### src/rtl/ma3_pkg.sv
// Shared types and defaults for the ma3 event detector: sample type, event record, FSM states.
package ma3_pkg;

  typedef logic signed [7:0] sample_t;

  localparam sample_t     HiThreshDefault = 8'sd32;
  localparam sample_t     LoThreshDefault = 8'sd16;
  localparam int unsigned LenWDefault     = 8;
  localparam int unsigned DebounceDefault = 3;

  // Record layout at the default duration width, for downstream consumers.
  typedef struct packed {
    sample_t                peak;
    logic [LenWDefault-1:0] len;
  } ev_rec_t;

  typedef enum logic [1:0] {
    StIdle   = 2'd0,
    StArming = 2'd1,
    StActive = 2'd2
  } ma3_state_e;

  function automatic sample_t sample_max(sample_t a, sample_t b);
    return (a > b) ? a : b;
  endfunction

endpackage

### src/rtl/ma3_event_detector_if.sv
// Sample input, event record output and status bundle of the ma3 event detector.
interface ma3_event_detector_if
  import ma3_pkg::*;
#(
  parameter int unsigned LEN_W = LenWDefault
);

  logic             in_valid;
  sample_t          in_sample;
  logic             ev_valid;
  logic             ev_ready;
  sample_t          ev_peak;
  logic [LEN_W-1:0] ev_len;
  logic             ev_overflow;
  logic             busy;

  modport master (
    output in_valid, in_sample, ev_ready,
    input  ev_valid, ev_peak, ev_len, ev_overflow, busy
  );

  modport slave (
    input  in_valid, in_sample, ev_ready,
    output ev_valid, ev_peak, ev_len, ev_overflow, busy
  );

endinterface

### src/rtl/ma3_event_slot.sv
// One-entry event record register: load, drain, drain+load in one cycle, sticky overflow on drop.
module ma3_event_slot
  import ma3_pkg::*;
#(
  parameter int unsigned LEN_W = LenWDefault
) (
  input  logic             clk_i,
  input  logic             rst_i,
  input  logic             load_i,
  input  sample_t          load_peak_i,
  input  logic [LEN_W-1:0] load_len_i,
  input  logic             ready_i,
  output logic             valid_o,
  output sample_t          peak_o,
  output logic [LEN_W-1:0] len_o,
  output logic             overflow_o
);

  logic             valid_q, valid_d;
  sample_t          peak_q, peak_d;
  logic [LEN_W-1:0] len_q, len_d;
  logic             overflow_q, overflow_d;

  always_comb begin
    valid_d    = valid_q;
    peak_d     = peak_q;
    len_d      = len_q;
    overflow_d = overflow_q;
    if (load_i) begin
      // A record being accepted this cycle frees the slot for the new one.
      if (!valid_q || ready_i) begin
        valid_d = 1'b1;
        peak_d  = load_peak_i;
        len_d   = load_len_i;
      end else begin
        overflow_d = 1'b1;
      end
    end else if (valid_q && ready_i) begin
      valid_d = 1'b0;
    end
  end

  always_ff @(posedge clk_i) begin
    if (rst_i) begin
      valid_q    <= 1'b0;
      peak_q     <= '0;
      len_q      <= '0;
      overflow_q <= 1'b0;
    end else begin
      valid_q    <= valid_d;
      peak_q     <= peak_d;
      len_q      <= len_d;
      overflow_q <= overflow_d;
    end
  end

  assign valid_o    = valid_q;
  assign peak_o     = peak_q;
  assign len_o      = len_q;
  assign overflow_o = overflow_q;

endmodule

### src/rtl/ma3_event_detector.sv
// Hysteresis excursion detector emitting {peak, len} records over valid/ready.
// Optional debounce on event open is enabled with `define MA3_DEBOUNCE_EN.
module ma3_event_detector
  import ma3_pkg::*;
#(
  parameter sample_t     HI_THRESH = HiThreshDefault,
  parameter sample_t     LO_THRESH = LoThreshDefault,
  parameter int unsigned LEN_W     = LenWDefault,
  parameter int unsigned DEBOUNCE  = DebounceDefault
) (
  input logic                 system1000,
  input logic                 system1000_rst,
  ma3_event_detector_if.slave bus
);

  localparam logic [1:0] IDLE   = 2'(StIdle);
  localparam logic [1:0] ARMING = 2'(StArming);
  localparam logic [1:0] ACTIVE = 2'(StActive);

  if (LO_THRESH > HI_THRESH || DEBOUNCE == 0 || LEN_W == 0) begin : g_param_err
    $error("ma3_event_detector: invalid threshold, debounce or length parameters");
  end

  logic [1:0]       state_q, state_d;
  sample_t          peak_q, peak_d;
  logic [LEN_W-1:0] len_q, len_d;
  logic [LEN_W-1:0] len_inc;
  logic             close;

`ifdef MA3_DEBOUNCE_EN
  localparam int unsigned DebW = $clog2(DEBOUNCE + 1);

  logic [DebW-1:0] deb_cnt_q, deb_cnt_d;
  logic [DebW:0]   deb_cnt_next;

  assign deb_cnt_next = {1'b0, deb_cnt_q} + (DebW + 1)'(1);
`endif

  assign len_inc = (len_q == '1) ? len_q : len_q + LEN_W'(1);

  always_comb begin
    state_d = state_q;
    peak_d  = peak_q;
    len_d   = len_q;
    close   = 1'b0;
`ifdef MA3_DEBOUNCE_EN
    deb_cnt_d = deb_cnt_q;
`endif
    if (bus.in_valid) begin
      case (state_q)
        IDLE: begin
          if (bus.in_sample >= HI_THRESH) begin
            peak_d = bus.in_sample;
            len_d  = LEN_W'(1);
`ifdef MA3_DEBOUNCE_EN
            deb_cnt_d = DebW'(1);
            state_d   = (DEBOUNCE <= 1) ? ACTIVE : ARMING;
`else
            state_d = ACTIVE;
`endif
          end
        end
`ifdef MA3_DEBOUNCE_EN
        ARMING: begin
          if (bus.in_sample >= HI_THRESH) begin
            peak_d    = sample_max(peak_q, bus.in_sample);
            len_d     = len_inc;
            deb_cnt_d = deb_cnt_next[DebW-1:0];
            if (deb_cnt_next >= (DebW + 1)'(DEBOUNCE)) begin
              state_d = ACTIVE;
            end
          end else begin
            state_d = IDLE;
          end
        end
`endif
        ACTIVE: begin
          if (bus.in_sample >= LO_THRESH) begin
            peak_d = sample_max(peak_q, bus.in_sample);
            len_d  = len_inc;
          end else begin
            // Closing sample is not part of the record.
            close   = 1'b1;
            state_d = IDLE;
          end
        end
        default: state_d = IDLE;
      endcase
    end
  end

  always_ff @(posedge system1000) begin
    if (system1000_rst) begin
      state_q <= IDLE;
      peak_q  <= '0;
      len_q   <= '0;
    end else begin
      state_q <= state_d;
      peak_q  <= peak_d;
      len_q   <= len_d;
    end
  end

`ifdef MA3_DEBOUNCE_EN
  always_ff @(posedge system1000) begin
    if (system1000_rst) begin
      deb_cnt_q <= '0;
    end else begin
      deb_cnt_q <= deb_cnt_d;
    end
  end
`endif

  ma3_event_slot #(
    .LEN_W (LEN_W)
  ) u_slot (
    .clk_i       (system1000),
    .rst_i       (system1000_rst),
    .load_i      (close),
    .load_peak_i (peak_q),
    .load_len_i  (len_q),
    .ready_i     (bus.ev_ready),
    .valid_o     (bus.ev_valid),
    .peak_o      (bus.ev_peak),
    .len_o       (bus.ev_len),
    .overflow_o  (bus.ev_overflow)
  );

  assign bus.busy = (state_q != IDLE);

endmodule

### src/flat_wrapper.sv
// flat-port wrapper written by rule: the top's interface ports become plain ports
module ma3_event_detector_flat import ma3_pkg::*;
#(
  parameter sample_t     HI_THRESH = HiThreshDefault,
  parameter sample_t     LO_THRESH = LoThreshDefault,
  parameter int unsigned LEN_W     = LenWDefault,
  parameter int unsigned DEBOUNCE  = DebounceDefault
)
  (system1000, system1000_rst, bus_in_valid, bus_in_sample, bus_ev_ready, bus_ev_valid, bus_ev_peak, bus_ev_len, bus_ev_overflow, bus_busy);
  ma3_event_detector_if #(.LEN_W(LEN_W)) bus_i ();
  input logic system1000;
  input logic system1000_rst;
  input wire logic [$bits(bus_i.in_valid)-1:0] bus_in_valid;
  input wire logic [$bits(bus_i.in_sample)-1:0] bus_in_sample;
  input wire logic [$bits(bus_i.ev_ready)-1:0] bus_ev_ready;
  output wire logic [$bits(bus_i.ev_valid)-1:0] bus_ev_valid;
  output wire logic [$bits(bus_i.ev_peak)-1:0] bus_ev_peak;
  output wire logic [$bits(bus_i.ev_len)-1:0] bus_ev_len;
  output wire logic [$bits(bus_i.ev_overflow)-1:0] bus_ev_overflow;
  output wire logic [$bits(bus_i.busy)-1:0] bus_busy;
  assign bus_i.in_valid = bus_in_valid;
  assign bus_i.in_sample = bus_in_sample;
  assign bus_i.ev_ready = bus_ev_ready;
  assign bus_ev_valid = bus_i.ev_valid;
  assign bus_ev_peak = bus_i.ev_peak;
  assign bus_ev_len = bus_i.ev_len;
  assign bus_ev_overflow = bus_i.ev_overflow;
  assign bus_busy = bus_i.busy;
  ma3_event_detector #(.HI_THRESH(HI_THRESH), .LO_THRESH(LO_THRESH), .LEN_W(LEN_W), .DEBOUNCE(DEBOUNCE)) u_core (.system1000(system1000), .system1000_rst(system1000_rst), .bus(bus_i));
endmodule
### config.mk
export PLATFORM = sky130hd
export DESIGN_NAME = ma3_event_detector_flat
export DESIGN_NICKNAME = d
export VERILOG_FILES = /design/src/rtl/ma3_pkg.sv /design/src/rtl/ma3_event_detector_if.sv /design/src/rtl/ma3_event_slot.sv /design/src/rtl/ma3_event_detector.sv /design/src/flat_wrapper.sv
export SDC_FILE = /design/constraint.sdc
export NUM_CORES = 1
export LEC_CHECK = 0
export CORE_MARGIN = 2
export CORE_UTILIZATION = 36
export DETAILED_ROUTE_END_ITERATION = 8
export GPL_TIMING_DRIVEN = 0
export SLEW_MARGIN = 20
export SYNTH_ARGS = -nofsm -noshare
export SYNTH_HDL_FRONTEND = slang
export SYNTH_HIERARCHICAL = 1
export SYNTH_SLANG_ARGS = --single-unit
### constraint.sdc
create_clock -name system1000 -period 2.2 [get_ports system1000]
set_input_delay 0.22 -clock system1000 [delete_from_list [all_inputs] [get_ports system1000]]
set_output_delay 0.22 -clock system1000 [all_outputs]
set_load 0.005 [all_outputs]
## Word level (Yosys, flattened, before mapping)

Cells that the tools add are included.
Widths: inputs -> output; s select.

| storage, ports and cells | value |
|---|---|
| flip-flop bits (word level) | 36 |
| input bits | 12 |
| output and inout port bits | 19 |
| word-level logic and storage cells | 50 |

| cells by class | value |
|---|---|
| add/subtract/negate cells | 1 |
| $lt $le $gt $ge | 3 |
| eq/ne operators | 8 |
| muxes and demuxes | 17 |
| bitwise gates (word level) | 1 |
| reduce and logical (&&, ||, !) cells | 13 |

Operators with widths:

| kind | count |
|---|---|
| $mux 8 | 6 |
| $pmux 8 s2 | 2 |
| $reduce_and 5->1 | 2 |
| $add 8x1->8 const B | 1 |
| $eq 8x8->1 const B | 1 |
| $ge 8x6->1 const B | 1 |
| $ge 8x7->1 const B | 1 |
| $gt 8x8->1 | 1 |
| $ne 2x2->1 const B | 4 |
| $mux 1 | 6 |
| $reduce_and 2->1 | 3 |
| $reduce_bool 2->1 | 3 |
| $mux 2 | 2 |
| $ne 2x1->1 const B | 2 |
| $pmux 2 s2 | 1 |
| $reduce_and 3->1 | 1 |
| $eq 2x2->1 const B | 1 |
| $logic_not 2->1 | 1 |
| $logic_and 1x1->1 | 1 |
| $logic_not 1->1 | 1 |
| $logic_or 1x1->1 | 1 |
| $not 1->1 | 1 |

## Depth between registers and ports, before layout

Gate-level depths: netlist (run 1).

| depth | value |
|---|---|
| depth in word-level cells | 6 |
| gate-level depth with buffers | 8 |
| depth with buffers taken out | 7 |

## Modules after synthesis

The synthesis (run 1) kept the hierarchy.

Modules (own cells, without submodules):

| module | times used | cells an instance | area an instance (um^2) | sequential area each (um^2) |
|---|---|---|---|---|
| ma3_event_detector | 1 | 121 | 1,017.2 | 340.3 |
| ma3_event_slot | 1 | 77 | 802.0 | 360.3 |

## Worst setup path after synthesis (run 1)

Ideal clock, no wire load.

| path | value |
|---|---|
| path kind | reg-to-reg |
| from | register u_core.peak_q[7] |
| to | register u_core.peak_q[0] |
| library setup time | 0.087 ns |
| arrival | 1.693 ns |
| required time | 2.113 ns |
| setup slack | 0.420 ns |
| stages on the path, launching flop included | 8 |
| clock period less this slack | 1.780 ns |
| path through | dfxtp_1 ha_1 nand4_1 nand2b_1 a211oi_1 clkbuf_1 nor3_1 o31ai_1 |

| between the ends | value |
|---|---|
| word-level cells in the longest chain between the ends | 3 |

RTL lines:

| item | RTL line | text |
|---|---|---|
| start: declaration | ma3_event_detector.sv:25 | `sample_t peak_q, peak_d;` |
| start signal: assignment | ma3_event_detector.sv:99 | `peak_q <= peak_d;` |
| $gt 8x8->1 | ma3_pkg.sv:24 | `return (a > b) ? a : b;` |
| $ne 2x2->1 (no source line) | n/a |  |
| $reduce_and 5->1 (no source line) | n/a |  |

No other way between the ends.
A chain may end at the register's enable or synchronous reset.

## Worst setup path in the final report (run 1)

| path | value |
|---|---|
| from | input port bus_in_sample[5] |
| to | register u_core.peak_q[4] |

| between the ends | value |
|---|---|
| word-level cells in the longest chain between the ends | 3 |

RTL lines:

| item | RTL line | text |
|---|---|---|
| start: declaration | flat_wrapper.sv:14 | `input wire logic [$bits(bus_i.in_sample)-1:0] bus_in_sample;` |
| $gt 8x8->1 (tied with other cells) | ma3_pkg.sv:24 |  |
| $ne 2x2->1 (no source line) or $ne 2x1->1 (tied branches) | n/a |  |
| $reduce_and 5->1 (no source line) * | n/a |  |

Every way passes the cells marked *; elsewhere a longest branch is shown, timed or not.

==> results of run 1 <==
==> worst max-delay path by stage <==
stage	startpoint	end	slack (ps)	cells past startpoint
finish	bus_in_sample[5]	u_core/peak_q[4]	160	9
floorplan	u_core/peak_q[7]	u_core/peak_q[0]	420	7
global route	bus_in_sample[5]	u_core/peak_q[5]	30	9
global placement	bus_in_sample[7]	u_core/peak_q[0]	-390	9
CTS	bus_in_sample[7]	u_core/peak_q[0]	60	9
detailed placement	bus_in_sample[7]	u_core/peak_q[0]	-350	9
==> Yosys cell counts (2+ instances only) <==
| library cell | count |
|---|---|
| buf_2 | 2 |
| nand2b_1 | 34 |
| nor2_1 | 13 |
| nand2_1 | 9 |
| a21oi_1 | 11 |
| buf_6 | 2 |
| nand3_1 | 3 |
| xnor2_1 | 5 |
| inv_1 | 12 |
| mux2i_1 | 16 |
| o31ai_1 | 7 |
| a2111oi_2 | 2 |
| clkbuf_1 | 5 |
| nor3_1 | 3 |
| nand4_1 | 3 |
| or4_1 | 7 |
| a211oi_1 | 3 |
| ha_1 | 9 |
| dfxtp_1 | 35 |
==> metrics by stage <==
| step | setup slack (ps) | TNS [ps] | instances | area, um^2 | utilization (%) |
|---|---|---|---|---|---|
| 2_1_floorplan | 420 | 0 | 198 | 1820 | - |
| 3_3_place_gp | -388 | -2750 | 295 | 2200 | 46.0 |
| 3_5_place_dp | -347 | -2410 | 295 | 2200 | 46.0 |
| 4_1_cts | 56.6 | 0 | 303 | 2320 | 48.4 |
| 5_1_grt | 31.1 | 0 | 303 | 2360 | 49.3 |
| 6_report | 159 | 0 | 303 | 2360 | 49.3 |
==> sequential cells by signal (all words and copies together) (netlist names) <==
| name | cells |
|---|---|
| u_core/u_slot/valid_o | 1 |
| u_core/len_q | 8 |
| u_core/u_slot/len_o | 8 |
| u_core/peak_q | 8 |
| u_core/u_slot/peak_o | 8 |
| u_core/u_slot/overflow_o | 1 |
| u_core/state_q | 1 |
==> cells by family after synthesis <==
| logic type | synth area share [%] |
|---|---|
| AOI/OAI and AO/OA | 12.0 |
| xor gates and xnor gates | 2.41 |
| adders and majority gates | 6.19 |
| buffers and inverters | 6.40 |
| DFF | 38.5 |
| muxes | 8.80 |
| and+or+nand+nor | 25.7 |
==> routing by layer <==
| metal | global-route usage, % | up-vias | wire (um) |
|---|---|---|---|
| li1 | - | 763 | - |
| met1 | 21.3 | 629 | 1950 |
| met2 | 22.4 | 24 | 1520 |
| met3 | 4.02 | 5 | 128 |
| met4 | 5.36 | 0 | 49 |
| met5 | 0 | - | 0 |
==> area by class of cell <==
type	count	area, um^2
repair buffers	30	300
flip-flops and latches	35	701
clock inverters	3	43.8
fillers	470	2430
inverters	12	45.0
well taps	67	83.8
clock buffers	5	68.8
plain buffers	10	77.6
multi-input cells	141	1040
==> cell usage in the layout, fill, tap and decap left out, drive strengths merged, types with 2 or more instances in the layout <==
cell	synthesis	routed
xnor2	5	5
ha	9	9
buf	5	5
nand2	9	9
mux2i	16	16
clkinv	0	2
clkdlybuf4s50	0	30
nor2b	3	3
a2111oi	2	2
nor2	14	14
nand3	3	3
nand4	3	3
nand2b	34	34
nor3	3	3
a211oi	3	3
or4	7	7
clkbuf	5	10
a21oi	11	11
inv	12	12
dfxtp	35	35
o31ai	7	7
==> what timing repair did <==
item                       4_1_cts  5_1_grt
resized for setup                1       10
setup endpoints to repair        3        8
pin swaps                        0        1
==> worst max-delay path, stage by stage <==
cell             delay, ps
clkdlybuf4s50_1        480
inv_1                   60
ha_1                   300
a21o_1                 160
nand2_1                 80
a311oi_2               140
buf_4                  200
or4_1                  500
a21oi_1                130
==> where the power goes <==
part / internal [mW] / total [mW] / switching, mW
clock: 0.337 / 0.578 / 0.241
combinational: 0.0627 / 0.123 / 0.0599
sequential: 0.642 / 0.652 / 0.0101
==> impl_metrics.toml, run 1 <==
[floorplan]
die_h_um = 75.1
start_util_pct = 38.0
num_rows = 25
dieArea_um2 = 5640
die_w_um = 75.1
core_um2 = 4790
io_pins = 31

[hold_path]
hp-class = "reg -> reg"
hold_depth = 2
min_from = "u_core/u_slot/overflow_o"
min_delay_worst_endpoint = "u_core/u_slot/overflow_o"

[timing]
hold_viol = 0
clock_skew_ps = 6.90
rsz0062_at_grt = "no"
layout_min_cycle_time_ps = 2040
slew_violations = 0
max_freq_ghz = 0.490
finalSetupViolCount = 0
max_slew.worst_pin.slew_ps = 670
hold-worst-slack_ps = 470
fin_crit_sh_pct = 92.8
slew_headroom_pct = 54.9

[logic_synthesis]
synth_edf_count = 0
yosys_register_bits = 35
yosys_warnings = 6
synth_fp_nets = 219
netlist_top_cells_area = "dfxtp_1 39%, nand2b_1 12%, mux2i_1 8.8%, ha_1 6.2%, a21oi_1 3.0%"
yosys_most_used_dff = "dfxtp_1"
yosysUniqueCellTypes = 36
ys_seq_area_share_pct = 38.5
syn_area_um2 = 1820
synth_area_leader_cell = "dfxtp_1"
yosysTopAreaCellShare_pct = 38.5
syn_inst = 198
synthArstFlopShare_pct = 0
syn_avg_cell_area_um2 = 9.19

[clock_tree]
cts_buffers = 5
post_cts_buffers = 0
clockRootBuffer = "clkbuf_8"
clk_pin_slew_ps = 70
htree_levels = 2
cts_num_sinks = 35
cts_tree = "yes"
clockBufferDepth = 2
clk_latency_ps = 280
cts_hold_buf = 0

[route]
wl_per_cell_um = 12.0
route.detailed.drc = 0
viasPerCell = 4.69
initialDrtViolationCount = 85
antenna_left = 0
routed-via-count = 1421
drt-total-wl_um = 3650
drt-pass1-iter-count = 4

[global_route]
grt_pass1_vias = 1385
grt_max_degree = 13
antenna_found_initial = 0
overflow = 0
groute.usage.overall_pct = 15.2
grt_first_pass_wirelength_um = 6440

[pwr]
total_power_mw = 1.35
irDropWorstVdd_uv = 272
power_density_nw_per_um2 = 573
p_leak_nw = 0.797

[place]
portBuffers = 30
routabilityCongestion = 0.771
dp_hpwl_um = 2790

[setup_path]
worst_setup_path_start_kind = "input port"
cp_max_fo = 10
cp.required_ps = 2420
r2r_slack_ps = 260
endpoint_kind = "register"
ff2ff_path_depth = 7
setup.worst_path.class = "in -> reg"
regToRegStartpoint = "u_core/peak_q[3]"
cp_data_arrival_time_ps = 2260
reg2reg_to = "u_core/peak_q[4]"

[finish]
areaGrowthSynthToFinish_pct = 29.7
nets = 256
layout-drive-gt1-share_pct = 11.0
num_antenna_cells = 0

[run_status]
status = "finished, final reports clean"

[flow_run]
drv_cap = 0
Power figures use the tool's default switching activity.
==> run 2: changes to the inputs <==
--- a/config.mk
+++ b/config.mk
@@ -5,7 +5,6 @@
 export SDC_FILE = /design/constraint.sdc
 export NUM_CORES = 1
 export LEC_CHECK = 0
-export CORE_MARGIN = 2
 export CORE_UTILIZATION = 36
 export DETAILED_ROUTE_END_ITERATION = 8
 export GPL_TIMING_DRIVEN = 0
==> run 2 against run 1 <==
Net effect:
- register-to-register slack better by 20 ps
- clock skew about the same
- maximum frequency down 1.7%
- die area fell by 5.3%
- setup slack worse by 34 ps
- routed wire length rose by 1.4%
- combinational power hardly changed
- critical path type unchanged
==> impl_metrics.toml, run 2 (synthesized netlist as in run 1, its figures left out) <==
[run_status]
status = "finished, final reports clean"

[setup_path]
critPathSlowestCell = "clkdlybuf4s50_1"
cp_max_fo = 10
endpoint_kind = "register"
cp.required_ps = 2400
setup.worst_path.class = "in -> reg"
worstPathCellList = "clkdlybuf4s50_1, inv_1, ha_4, nand4_1, nand2b_1, a211oi_2, buf_2, nor3_1, o31ai_1"
cp_data_arrival_time_ps = 2280
worst_setup_path_start_kind = "input port"
max_stage_delay_ps = 520

[floorplan]
core_um2 = 4790
io_pins = 31
dieArea_um2 = 5340
num_rows = 25
die_h_um = 73.1
start_util_pct = 38.0
die_w_um = 73.1

[clock_tree]
clk_latency_ps = 280
post_cts_buffers = 0
htree_levels = 2
cts_tree = "yes"
clk_pin_slew_ps = 70
cts_buffers = 5
cts_num_sinks = 35
cts_hold_buf = 0
clockRootBuffer = "clkbuf_8"
clockBufferDepth = 2

[route]
route.detailed.drc = 0
initialDrtViolationCount = 48
routed-via-count = 1467
viasPerCell = 4.84
drt-total-wl_um = 3700
drt-pass1-iter-count = 4
wl_per_cell_um = 12.2
antenna_left = 0

[finish]
seq_area_um2 = 701
multi_input_area_um2 = 1040
layout-drive-gt1-share_pct = 11.0
nets = 256
final_cell_mix = "35 x dfxtp_1, 34 x nand2b_1, 30 x clkdlybuf4s50_1"
fill_cells = 471
num_antenna_cells = 0
areaGrowthSynthToFinish_pct = 28.0
final_common_cell = "dfxtp_1"

[global_route]
grt_pass1_vias = 1278
grt_max_degree = 12
grt_first_pass_wirelength_um = 6200
groute.usage.overall_pct = 15.0
antenna_found_initial = 0
overflow = 0

[timing]
hold-worst-slack_ps = 467
max_freq_ghz = 0.482
finalSetupViolCount = 0
setup_slack_ps = 125
max_slew.worst_pin.slew_ps = 682
slew_headroom_pct = 54.0
layout_min_cycle_time_ps = 2080
hold_viol = 0
rsz0062_at_grt = "no"
fin_crit_sh_pct = 94.3
slew_violations = 0
clock_skew_ps = 6.69

[hold_path]
hp-class = "reg -> reg"

[place]
dp_slack_ps = -365
portBuffers = 30
routabilityCongestion = 0.785
dp_hpwl_um = 2780

[pwr]
p_leak_nw = 0.787
power_density_nw_per_um2 = 523
irDropWorstVdd_uv = 230

[flow_run]
drv_cap = 0
==> run 2: cell types whose count changed in the layout (fill, tap and decap cells not counted), sizes merged <==
cell,before,now
buf,5,6
bufinv,1,0
clkbuf,10,9
clkinv,2,3
==> run 2: timing repair <==
item | 4_1_cts | 5_1_grt
cloned | 0 | 0
resized for setup | 1 | 9
setup endpoints to repair | 7 | 8
==> run 2: stage by stage <==
stage / power (mW) / instance area, um^2 / TNS, ps / std cells / util [%]
final: 1.22 / 2330 / 0 / 303 / 48.7
after global placement: 0.785 / 2200 / -2620 / 295 / 46.0
after global routing: 1.27 / 2330 / 0 / 303 / 48.7
after floorplan: 0.737 / 1820 / 0 / 198 / -
after CTS: 1.23 / 2290 / 0 / 303 / 47.8
after detailed placement: 0.785 / 2200 / -2570 / 295 / 46.0
==> run 2: layout make-up <==
type	instances	area share [%]
Timing Repair Buffer	30	12.9
Clock inverter	3	0.645
Sequential cell	35	30.1
Tap cell	67	3.60
Buffer	10	3.22
Multi-Input combinational cell	141	44.7
Clock buffer	5	2.96
Inverter	12	1.93
==> run 2: layer usage <==
metal	vias to the layer above	routed length, um	GRT usage, %	part of all wire, %
li1	765	-	-	-
met1	663	1930	21.7	52
met2	37	1580	21.2	43
met3	2	158	3.87	4.3
met4	0	29	5.88	0.78
met5	-	0	0	0
==> run 2: worst paths after layout <==
check,cells after the start,slack (ps),start,to
max,9,120,bus_in_sample[7],u_core/peak_q[0]
min,2,470,u_core/u_slot/overflow_o,u_core/u_slot/overflow_o
max reg2reg,7,280,u_core/peak_q[3],u_core/peak_q[5]
min reg2reg,2,470,u_core/u_slot/overflow_o,u_core/u_slot/overflow_o
==> run 2: worst max-delay path, delay by kind of cell <==
kind / cells / cell delay [ps]
fa+ha+maj: 1 / 290
simple gates: 3 / 370
compound gates: 2 / 490
buf+inv: 3 / 890
==> run 2: where the power goes <==
part | total [mW] | switching (mW) | internal (mW) | leakage, nW
combinational | 0.123 | 0.0606 | 0.0625 | 0.457
clock | 0.443 | 0.227 | 0.216 | 0.0477
sequential | 0.652 | 0.0102 | 0.642 | 0.283
total | 1.22 | 0.297 | 0.921 | 0.787
==> run 3: changes to the inputs <==
--- a/config.mk
+++ b/config.mk
@@ -5,10 +5,10 @@
 export SDC_FILE = /design/constraint.sdc
 export NUM_CORES = 1
 export LEC_CHECK = 0
-export CORE_UTILIZATION = 36
+export CORE_UTILIZATION = 34
 export DETAILED_ROUTE_END_ITERATION = 8
 export GPL_TIMING_DRIVEN = 0
-export SLEW_MARGIN = 20
+export SLEW_MARGIN = 40
 export SYNTH_ARGS = -nofsm -noshare
 export SYNTH_HDL_FRONTEND = slang
 export SYNTH_HIERARCHICAL = 1
==> run 3 against run 2 <==
Net effect:
- sequential share of layout area down 0.26 points
- largest power group unchanged
- hold slack improved by 0.72 ps
- clock skew fell by 1.4 ps
- total power is 5.4% higher
- utilization fell by 3.0 points
- first-iteration DRC count increased by 35%
==> impl_metrics.toml, run 3 (synthesized netlist as in run 1, its figures left out) <==
[clock_tree]
cts_tree = "yes"
cts_num_sinks = 35
clk_latency_ps = 290
clockBufferDepth = 2
clk_pin_slew_ps = 70
cts_hold_buf = 0
clockRootBuffer = "clkbuf_8"
cts_buffers = 5
htree_levels = 2

[place]
place_area_um2 = 2210
routabilityCongestion = 0.798
place_inst = 298
dp_hpwl_um = 2830
portBuffers = 30
dp_slack_ps = -374

[global_route]
met3_usage_pct = 3.88
grt_pass1_vias = 1292
grt_util_met2_pct = 21.4
use_met1_pct = 19.5
grt_max_degree = 11
overflow = 0
groute.usage.overall_pct = 14.2
antenna_found_initial = 0
grt_first_pass_wirelength_um = 5980
busiest_layer = "met2"

[timing]
hold_viol = 0
fin_crit_sh_pct = 95.2
setup_slack_ps = 105
hold-worst-slack_ps = 468
timing.setup.tns_ps = 0
max_slew.worst_pin.slew_ps = 638
slew_violations = 0
rsz0062_at_grt = "no"
finalSetupViolCount = 0
max_freq_ghz = 0.477
clock_skew_ps = 5.32
slew_headroom_pct = 57.0
layout_min_cycle_time_ps = 2090

[setup_path]
cp_data_arrival_time_ps = 2290
cp.required_ps = 2400
cp_max_fo = 10
setup.worst_path.class = "in -> reg"
endpoint_kind = "register"
ff2ff_path_depth = 7
worst_setup_path_start_kind = "input port"

[route]
viasPerCell = 4.75
routed-via-count = 1455
drt-total-wl_um = 3690
drt-pass1-iter-count = 4
initialDrtViolationCount = 65
route.detailed.drc = 0
antenna_left = 0
wl_per_cell_um = 12.1

[pwr]
irDropWorstVdd_uv = 184
total_power_mw = 1.28
power_density_nw_per_um2 = 547
p_leak_nw = 0.791

[finish]
fin_area_um2 = 2350
final_common_cell = "dfxtp_1"
num_antenna_cells = 0
fin_util_pct = 45.7
nets = 256
areaGrowthSynthToFinish_pct = 29.1
layout-drive-gt1-share_pct = 10.2
instances_no_fill = 306
final_cell_mix = "35 x dfxtp_1, 34 x nand2b_1, 30 x clkdlybuf4s50_1"

[floorplan]
io_pins = 31
dieArea_um2 = 5650
core_um2 = 5140
die_h_um = 75.2
start_util_pct = 35.4
num_rows = 26
die_w_um = 75.2

[flow_run]
drv_cap = 0

[hold_path]
hp-class = "reg -> reg"
hold_depth = 2

[run_status]
status = "finished, final reports clean"
run 3: cell count changes in the layout (fill, tap and decap cells not counted), sizes merged:
cell    change
clkbuf      +4
buf         -1
clkinv      -3
run 3: final timing paths:
| check | from | end | slack (ps) |
|---|---|---|---|
| max | bus_in_sample[7] | u_core/peak_q[0] | 110 |
| min | u_core/u_slot/peak_o[7] | u_core/u_slot/peak_o[7] | 470 |
| max reg2reg | u_core/peak_q[3] | u_core/peak_q[0] | 270 |
| min reg2reg | u_core/u_slot/peak_o[7] | u_core/u_slot/peak_o[7] | 470 |
run 3: final cells by class:
class	count	area, um^2
Inverter	12	45.0
Buffer	10	77.6
Tap cell	70	87.6
Timing Repair Buffer	30	300
Fill cell	536	2790
Sequential cell	35	701
Multi-Input combinational cell	141	1040
Clock buffer	8	100
run 3: report_power, final:
part	internal, mW	switching, mW	leakage [nW]
Sequential	0.642	0.00997	0.283
Clock	0.286	0.223	0.0515
Combinational	0.0627	0.0608	0.456
run 3: critical path, stage by stage:
cell and delay, ps:
clkdlybuf4s50_1 520, inv_1 110, ha_4 290, nand4_1 110, nor2_1 130, a311oi_2 70
clkbuf_4 210, or4_1 540, o31ai_1 90
run 3: layer usage:
layer | vias up | routed length [um]
met5 | - | 0
met4 | 0 | 51
met3 | 6 | 182
met2 | 28 | 1600
met1 | 658 | 1860
li1 | 763 | -
run 3: repair_timing:
action	4_1_cts	5_1_grt
gates resized for setup	3	7
setup endpoints to repair	8	6
buffers inserted	0	0
cloned	0	0
